`src/rtl/conc_trace_pkg.sv`:
```
// conc_trace_pkg: shared types and width helpers for the trace-capture block.
//   state_e     - capture FSM states (IDLE, RECORD, DRAIN)
//   ENTRY_W_DEF - entry width for the default PC_W/DATA_W
//   entry_w()   - entry width helper, {pc, dut_out}
//   cnt_w()     - width of an occupancy counter able to hold DEPTH
package conc_trace_pkg;

  typedef enum logic [1:0] {
    ST_IDLE   = 2'd0,
    ST_RECORD = 2'd1,
    ST_DRAIN  = 2'd2
  } state_e;

  localparam int unsigned PC_W_DEF    = 32;
  localparam int unsigned DATA_W_DEF  = 128;
  localparam int unsigned ENTRY_W_DEF = PC_W_DEF + DATA_W_DEF;

  function automatic int unsigned entry_w(input int unsigned pc_w, input int unsigned data_w);
    return pc_w + data_w;
  endfunction

  function automatic int unsigned cnt_w(input int unsigned depth);
    return $clog2(depth) + 1;
  endfunction

endpackage

```
`src/rtl/conc_trace_fifo.sv`:
```
// conc_trace_fifo: first-word fall-through trace storage.
// Ports:
//   clk, rst      - clock, async active-low reset
//   clr           - synchronous clear of pointers and count
//   push, pop     - write / read strobes (caller guarantees legality)
//   wdata         - entry to store
//   rdata         - oldest entry, zero when empty
//   count         - number of entries held
//   full          - count == DEPTH
module conc_trace_fifo
  import conc_trace_pkg::*;
#(
  parameter int WIDTH = 160,
  parameter int DEPTH = 16
) (
  input  logic                      clk,
  input  logic                      rst,
  input  logic                      clr,
  input  logic                      push,
  input  logic                      pop,
  input  logic [WIDTH-1:0]          wdata,
  output logic [WIDTH-1:0]          rdata,
  output logic [cnt_w(DEPTH)-1:0]   count,
  output logic                      full
);

  localparam int PTR_W = $clog2(DEPTH);
  localparam int CNT_W = cnt_w(DEPTH);

  logic [WIDTH-1:0] mem [DEPTH];
  logic [PTR_W-1:0] wr_ptr;
  logic [PTR_W-1:0] rd_ptr;

  always_ff @(posedge clk or negedge rst) begin
    if (!rst) begin
      wr_ptr <= '0;
      rd_ptr <= '0;
      count  <= '0;
    end else if (clr) begin
      wr_ptr <= '0;
      rd_ptr <= '0;
      count  <= '0;
    end else begin
      if (push) wr_ptr <= wr_ptr + PTR_W'(1);
      if (pop)  rd_ptr <= rd_ptr + PTR_W'(1);
      case ({push, pop})
        2'b10:   count <= count + CNT_W'(1);
        2'b01:   count <= count - CNT_W'(1);
        default: ;
      endcase
    end
  end

  // Contents are don't-care after reset, so the array carries no reset.
  // On push+pop while full, wr_ptr == rd_ptr: the head is read out this
  // cycle before the slot is overwritten at the edge.
  always_ff @(posedge clk) begin
    if (push) mem[wr_ptr] <= wdata;
  end

  assign full  = (count == CNT_W'(DEPTH));
  assign rdata = (count != '0) ? mem[rd_ptr] : '0;

endmodule

```
`src/rtl/conc_trace_capture.sv`:
```
// conc_trace_capture: records {pc, dut_out} samples during a recording
// window and streams them out through a valid/ready read port.
// Ports:
//   clk, rst           - clock, async active-low reset
//   arm, stop          - open / close the recording window
//   obs, pc, dut_out   - sample strobe, pc tag, DUT response word
//   rd_valid, rd_ready - read handshake; rd_data = head entry {pc, dut_out}
//   count              - entries held
//   overflow           - sticky: a sample was dropped on a full buffer
//   busy, done         - not-IDLE flag, one-cycle pulse on DRAIN->IDLE
// Build option: CONC_TRACE_DEDUP_EN drops samples whose dut_out repeats the
// last accepted dut_out of the current window.
//
// state  | meaning
// IDLE   | waiting for arm; obs ignored
// RECORD | pushing obs samples, popping allowed
// DRAIN  | popping only; leaves when count reaches 0
module conc_trace_capture
  import conc_trace_pkg::*;
#(
  parameter int DATA_W = 128,
  parameter int PC_W   = 32,
  parameter int DEPTH  = 16
) (
  input  logic                            clk,
  input  logic                            rst,
  input  logic                            arm,
  input  logic                            stop,
  input  logic                            obs,
  input  logic [PC_W-1:0]                 pc,
  input  logic [DATA_W-1:0]               dut_out,
  output logic                            rd_valid,
  input  logic                            rd_ready,
  output logic [entry_w(PC_W,DATA_W)-1:0] rd_data,
  output logic [cnt_w(DEPTH)-1:0]         count,
  output logic                            overflow,
  output logic                            busy,
  output logic                            done
);

  state_e state;
  logic   clr;
  logic   pop;
  logic   dup;
  logic   push_req;
  logic   push;
  logic   full;

  assign clr      = (state == ST_IDLE) && arm;
  assign rd_valid = (count != '0);
  assign pop      = rd_valid && rd_ready && (state != ST_IDLE);
  assign push_req = (state == ST_RECORD) && obs && !dup;
  // A pop in the same cycle frees the slot the push needs.
  assign push     = push_req && (!full || pop);
  assign busy     = (state != ST_IDLE);

`ifdef CONC_TRACE_DEDUP_EN
  logic [DATA_W-1:0] last_out;
  logic              hist_valid;

  assign dup = hist_valid && (dut_out == last_out);

  // History follows accepted pushes only; dropped samples leave it alone.
  always_ff @(posedge clk or negedge rst) begin
    if (!rst) begin
      last_out   <= '0;
      hist_valid <= 1'b0;
    end else if (clr) begin
      hist_valid <= 1'b0;
    end else if (push) begin
      last_out   <= dut_out;
      hist_valid <= 1'b1;
    end
  end
`else
  assign dup = 1'b0;
`endif

  always_ff @(posedge clk or negedge rst) begin
    if (!rst) begin
      state    <= ST_IDLE;
      overflow <= 1'b0;
      done     <= 1'b0;
    end else begin
      done <= 1'b0;
      case (state)
        ST_IDLE: begin
          if (arm) begin
            state    <= ST_RECORD;
            overflow <= 1'b0;
          end
        end
        ST_RECORD: begin
          if (push_req && !push) overflow <= 1'b1;
          if (stop) state <= ST_DRAIN;
        end
        ST_DRAIN: begin
          if (count == '0) begin
            state <= ST_IDLE;
            done  <= 1'b1;
          end
        end
        default: state <= ST_IDLE;
      endcase
    end
  end

  conc_trace_fifo #(
    .WIDTH (entry_w(PC_W, DATA_W)),
    .DEPTH (DEPTH)
  ) u_fifo (
    .clk   (clk),
    .rst   (rst),
    .clr   (clr),
    .push  (push),
    .pop   (pop),
    .wdata ({pc, dut_out}),
    .rdata (rd_data),
    .count (count),
    .full  (full)
  );

endmodule
```
`config.mk`:
```
export PLATFORM = sky130hd
export DESIGN_NAME = conc_trace_capture
export DESIGN_NICKNAME = d
export VERILOG_FILES = /design/src/rtl/conc_trace_pkg.sv /design/src/rtl/conc_trace_fifo.sv /design/src/rtl/conc_trace_capture.sv
export SDC_FILE = /design/constraint.sdc
export NUM_CORES = 2
export LEC_CHECK = 0
export CORE_MARGIN = 2
export CORE_UTILIZATION = 60
export CTS_BUF_LIST = sky130_fd_sc_hd__clkbuf_16
export CTS_CLUSTER_SIZE = 14
export DETAILED_ROUTE_END_ITERATION = 10
export PLACE_DENSITY = 0.83
export SETUP_SLACK_MARGIN = 0.1
export SLEW_MARGIN = 20
export SYNTH_ARGS = -nofsm -noshare
export SYNTH_HDL_FRONTEND = slang
export SYNTH_SLANG_ARGS = --single-unit
```
`constraint.sdc`:
```
create_clock -name clk -period 14.5 [get_ports clk]
set_input_delay 2.9 -clock clk [delete_from_list [all_inputs] [get_ports clk]]
set_output_delay 2.9 -clock clk [all_outputs]
set_load 0.01 [all_outputs]
```
After elaboration in Yosys (flattened, before gate mapping)
Memories as Yosys holds them, arrays and structs flattened.
Cells that the tools add are included.
{"block": "word_totals", "ram_bits": 2560, "elab_cells": 57, "regBits": 17, "mem_count": 1}
{"memory": "u_fifo.mem", "words": 16, "width": 160, "read_ports": 1, "rd_clocked_by_memory_dff": 0, "write_ports": 1, "line": "conc_trace_fifo.sv:30", "source": "logic [WIDTH-1:0] mem [DEPTH];"}
{"block": "classes", "eq_ne": 9, "addsub": 4, "reduce_logical": 19, "n_mux": 18}
{"op": "$mux 160", "n": 1}
{"op": "$mux 4", "n": 4}
{"op": "$pmux 5 s2", "n": 1}
{"op": "$add 4x1->4 const B", "n": 2}
{"op": "$reduce_bool 2->1", "n": 4}
{"op": "$logic_and 1x1->1", "n": 6}
{"op": "$mux 1", "n": 6}
{"op": "$mux 2", "n": 3}
{"op": "$ne 2x2->1 const B", "n": 3}
{"op": "$pmux 2 s3", "n": 1}
{"op": "$reduce_and 3->1", "n": 2}
{"op": "$add 5x1->5 const B", "n": 1}
{"op": "$eq 5x5->1 const B", "n": 1}
{"op": "$logic_not 5->1", "n": 1}
{"op": "$mux 5", "n": 1}
{"op": "$reduce_bool 5->1", "n": 1}
{"op": "$sub 5x1->5 const B", "n": 1}
{"op": "$eq 2x1->1 const B", "n": 2}
{"op": "$eq 2x2->1 const B", "n": 2}
{"op": "$reduce_bool 3->1", "n": 1}
{"op": "$logic_not 1->1", "n": 2}
{"op": "$logic_not 2->1", "n": 1}
{"op": "$ne 2x1->1 const B", "n": 1}
{"op": "$pmux 1 s2", "n": 1}
{"op": "$logic_or 1x1->1", "n": 1}

Longest topological paths before layout
{"block": "logic_depth", "ltp_word": 9, "depth_mapped": 11}

Modules after synthesis
Synthesis repeated with hierarchy kept, for this count alone.
{"block": "unflattened", "hier_cells": 4018, "area_unflattened_um2": 97594.9}
{"module": "conc_trace_fifo", "area_per_inst_um2": 97374.6, "n_inst": 1, "cells_per_inst": 3995, "seq_area_each_um2": 77199.0}
{"module": "conc_trace_capture", "area_per_inst_um2": 220.2, "n_inst": 1, "cells_per_inst": 23, "seq_area_each_um2": 100.1}

Worst setup path before layout
No wires, ideal clock.
{"block": "synth_path", "path_kind": "input port to flip-flop", "startpoint": "input port obs", "endpoint": "memory u_fifo.mem[3][0], enable pin", "setup_ns": 0.876, "required_ns": 13.624, "cell_stages": 4, "t_arrival_ns": 14.530, "slack_ns": -0.906, "cell_sequence": "nand3b_1 > a31oi_1 > nand2_1 > nor3_1"}
{"block": "synth_via", "elab_chain_len": 4}
{"element": "from (decl)", "line": "conc_trace_capture.sv:29", "source": "input logic obs,"}
{"element": "$logic_and 1x1->1", "line": "conc_trace_capture.sv:52", "source": "assign push_req = (state == ST_RECORD) && obs && !dup;"}
{"element": "$logic_and 1x1->1", "line": "conc_trace_capture.sv:54", "source": "assign push = push_req && (!full || pop);"}
{"element": "$mux 1", "line": "conc_trace_fifo.sv:58", "source": "if (push) mem[wr_ptr] <= wdata;"}
{"element": "$mux 1 (not written as such)", "line": "conc_trace_fifo.sv:58"}
{"element": "to (decl)", "line": "conc_trace_fifo.sv:30"}
No other way between the ends.

Worst setup path after layout
{"block": "layout_path", "startpoint": "register u_fifo.rd_ptr[2]", "endpoint": "output port rd_data[140]"}
{"block": "layout_via", "elab_chain_len": 2}
{"element": "from (decl)", "line": "conc_trace_fifo.sv:32", "source": "logic [PTR_W-1:0] rd_ptr;"}
{"element": "from (signal assigned)", "line": "conc_trace_fifo.sv:45", "source": "if (pop) rd_ptr <= rd_ptr + PTR_W'(1);"}
{"element": "$mem_v2 16x160"}
{"element": "$mux 160", "line": "conc_trace_fifo.sv:62", "source": "assign rdata = (count != '0) ? mem[rd_ptr] : '0;"}
{"element": "to (decl)", "line": "conc_trace_capture.sv:34", "source": "output logic [entry_w(PC_W,DATA_W)-1:0] rd_data,"}
No other way between the ends.

==> results.yml <==
power_and_ir_drop:
  p_leak_nw: 33.9
  max-vdd-ir-drop_mv: 0.158
  power_density_mw_per_mm2: 176
clock_network:
  h-tree-depth: 4
  cts_tree: "built"
  cts-root-buf: "clkbuf_16"
  path_clk_slew_ns: 0.07
  clock_tree.buffer_depth: 3
  hold_buffers: 0
  clkLatencyLatePin_ns: 0.90
  ctsResizeCount: 0
  numClockSinks: 2577
  cts_setup_buffers: 0
  cts_buffers: 236
floorplanning:
  ioPinCount: 335
  dieArea_sq_mm: 0.167
  row_count: 148
  start_util: 0.603
  dieHeight_microns: 408
  core_sq_mm: 0.162
  fp.dieW_microns: 408
synthesis:
  ys_ff_latch: 2577
  ys_seq_area_frac: 0.789
  syn_inst: 3840
  synth.avg_cell_area_sq_um: 25.5
  ys_warn_count: 0
  synth_largest_area_cell: "edfxtp_1"
  syn_area_sq_mm: 0.0980
  synth_cell_types: 34
  syn_nets: 4015
  ys_top_cells_by_area: "edfxtp_1, mux4_2, and2_1"
  synth_top_area_share: 0.785
worst_setup_path:
  r2r-start: "state[1]$_DFFE_PN0P_"
  cp.required_ns: 11.60
  path_buf_inv: 3
  worstSetupEndpointType: "output pin"
  slowest_delay_ns: 1.15
  worstReg2RegEnd: "u_fifo.mem[13][91]$_DFFE_PP_"
  critPathSlowestCell: "dfrtp_4"
  worst-setup-path-type: "reg -> out"
  worstPathArrival_ns: 5.62
  reg2reg_slack_ns: 9.35
  setup.worst_path.end: "rd_data[140]"
  crit_top_cell: "mux4_2"
  cp_cell_sequence: "buf_12, buf_4, mux4_2, mux4_2, and2_1, clkdlybuf4s50_1"
  r2r_cells: 6
  cp.depth: 6
  crit_family: "buffers and inverters"
  cp-startpoint: "u_fifo.rd_ptr[2]$_DFFE_PN0P_"
  crit_fanout: 133
  start_kind: "flip-flop"
timing:
  fmax_mhz: 117
  period_share: 0.587
  hold_viol: 0
  worst_pin_slew_ns: 1.18
  finClkSkew_ns: 0.0823
  fin_crit_ns: 8.52
  finalSetupViolCount: 0
  holdWs_ns: 0.578
  slew_headroom: 0.211
  maxSlewViolCount: 0
  rsz0062_at_grt: "false"
  setup_tns_ns: 0
route:
  wirelength_microns: 243000
  viasPerCell: 6.91
  antenna_left: 0
  drtIter0Drc: 6455
  via_count: 46300
  wl_per_cell_microns: 36.3
  firstDrtPassIters: 6
  drcViolationCount: 0
global_routing:
  grt_pass1_wl_microns: 348000
  gr-usage-met2: 0.486
  gr-max-usage-layer: "met2"
  globalRouteOverflowTotal: 0
  antenna_found_initial: 38
  grt_usage: 0.295
  met1_usage: 0.395
  grt_pass1_vias: 47900
  met3_usage: 0.0683
  grt_max_degree: 165
min_path:
  worstHoldPathType: "reg -> reg"
finish:
  drive_above_1_share: 0.272
  fin_area_sq_mm: 0.111
  final_common_cell: "edfxtp_1"
  nFillCells: 9105
  final_cell_mix: "edfxtp_1, mux4_2, clkdlybuf4s50_1"
  finalNetCount: 4471
  area_growth_pct: 13.7
outcome:
  status: "finished clean"
job:
  drv_cap: 0
placed_design:
  io_buffers: 334
  dp_hpwl_microns: 113000
  finalWeightedCongestion: 0.746
  place_area_sq_mm: 0.104
[synthesized netlist by cell type]
master	instances
buf_2	29
nor2_1	23
nand3_1	1
o31ai_1	2
o32ai_2	1
o22ai_1	1
a21o_1	1
a21oi_1	5
nor2b_1	2
mux4_2	800
buf_6	22
o21ai_1	5
nand2_1	17
edfxtp_1	2560
buf_4	22
dfrtp_1	17
nor4_2	1
clkbuf_1	102
o41ai_1	1
xnor2_1	2
and2_1	162
nand2b_1	4
buf_1	24
xor2_1	6
inv_1	8
fa_1	1
inv_2	1
or4_1	1
nand4_1	2
a31oi_1	1
nand3b_1	1
ha_1	8
o21ai_0	3
nor3_1	4
[metal layers]
| layer | share of wire | wire, microns |
|---|---|---|
| met1 | 0.35 | 84800 |
| met2 | 0.51 | 124000 |
| met3 | 0.10 | 25100 |
| met4 | 0.034 | 8260 |
| met5 | 0.00081 | 197 |
[worst min path at each step]
stage / start / endpoint / cells past startpoint / slack (ns)
final: state[1]$_DFFE_PN0P_ / state[0]$_DFFE_PN0P_ / 1 / 0.58
after global routing: state[1]$_DFFE_PN0P_ / state[0]$_DFFE_PN0P_ / 1 / 0.58
after global placement: state[1]$_DFFE_PN0P_ / state[0]$_DFFE_PN0P_ / 1 / 0.50
after floorplan: state[1]$_DFFE_PN0P_ / state[0]$_DFFE_PN0P_ / 1 / 0.48
after detailed placement: state[1]$_DFFE_PN0P_ / state[0]$_DFFE_PN0P_ / 1 / 0.51
after CTS: state[1]$_DFFE_PN0P_ / state[0]$_DFFE_PN0P_ / 1 / 0.56
[cells by family (layout without fill, tap and decap cells)]
group,Yosys count,count (layout),share of synthesized area
AND/OR/NAND/NOR,218,218,0.0129
buffers and inverters,208,860,0.0109
other,0,23,0
AO/OA/AOI/OAI,20,20,0.00128
multiplexers,800,800,0.184
flip-flops,2577,2577,0.789
XOR/XNOR,8,8,0.000715
adder cells (fa/ha/maj),9,9,0.00123
[report_power, final]
group	switching, mW	total (mW)	internal, mW
logic	2.44	5.03	2.59
registers	0.152	8.54	8.39
clock network	2.75	5.99	3.25
total	5.34	19.6	14.2
[final cells by class]
| type | instances | area, sq um | area share |
|---|---|---|---|
| clock buffer | 236 | 5910 | 0.0530 |
| multi-input combinational | 1055 | 19700 | 0.177 |
| antenna | 23 | 57.6 | 0.000517 |
| clock inverter | 198 | 1560 | 0.0140 |
| timing repair buffer | 417 | 4090 | 0.0367 |
| inverter | 9 | 38.8 | 0.000348 |
| tap | 2175 | 2720 | 0.0244 |
| sequential | 2577 | 77300 | 0.694 |
[metrics by stage]
| step | util | power, mW | instances | setup WS, ns |
|---|---|---|---|---|
| detailed placement | 0.640 | 13.6 | 6232 | 6.73 |
| global placement | 0.640 | 13.5 | 6232 | 6.71 |
| CTS | 0.686 | 19.6 | 6666 | 5.91 |
| global route | 0.686 | 20.1 | 6681 | 5.68 |
| finish | 0.686 | 19.6 | 6690 | 5.98 |
| floorplan | - | 11.7 | 3840 | 3.40 |
[sequential cells by signal, summed over array words and instances (netlist names)]
| name | cells |
|---|---|
| u_fifo.rd_ptr | 4 |
| u_fifo.mem | 2560 |
| u_fifo.count | 5 |
| done | 1 |
| u_fifo.wr_ptr | 4 |
| state | 2 |
| overflow | 1 |
Note: power is estimated with default switching activity, not from simulation.
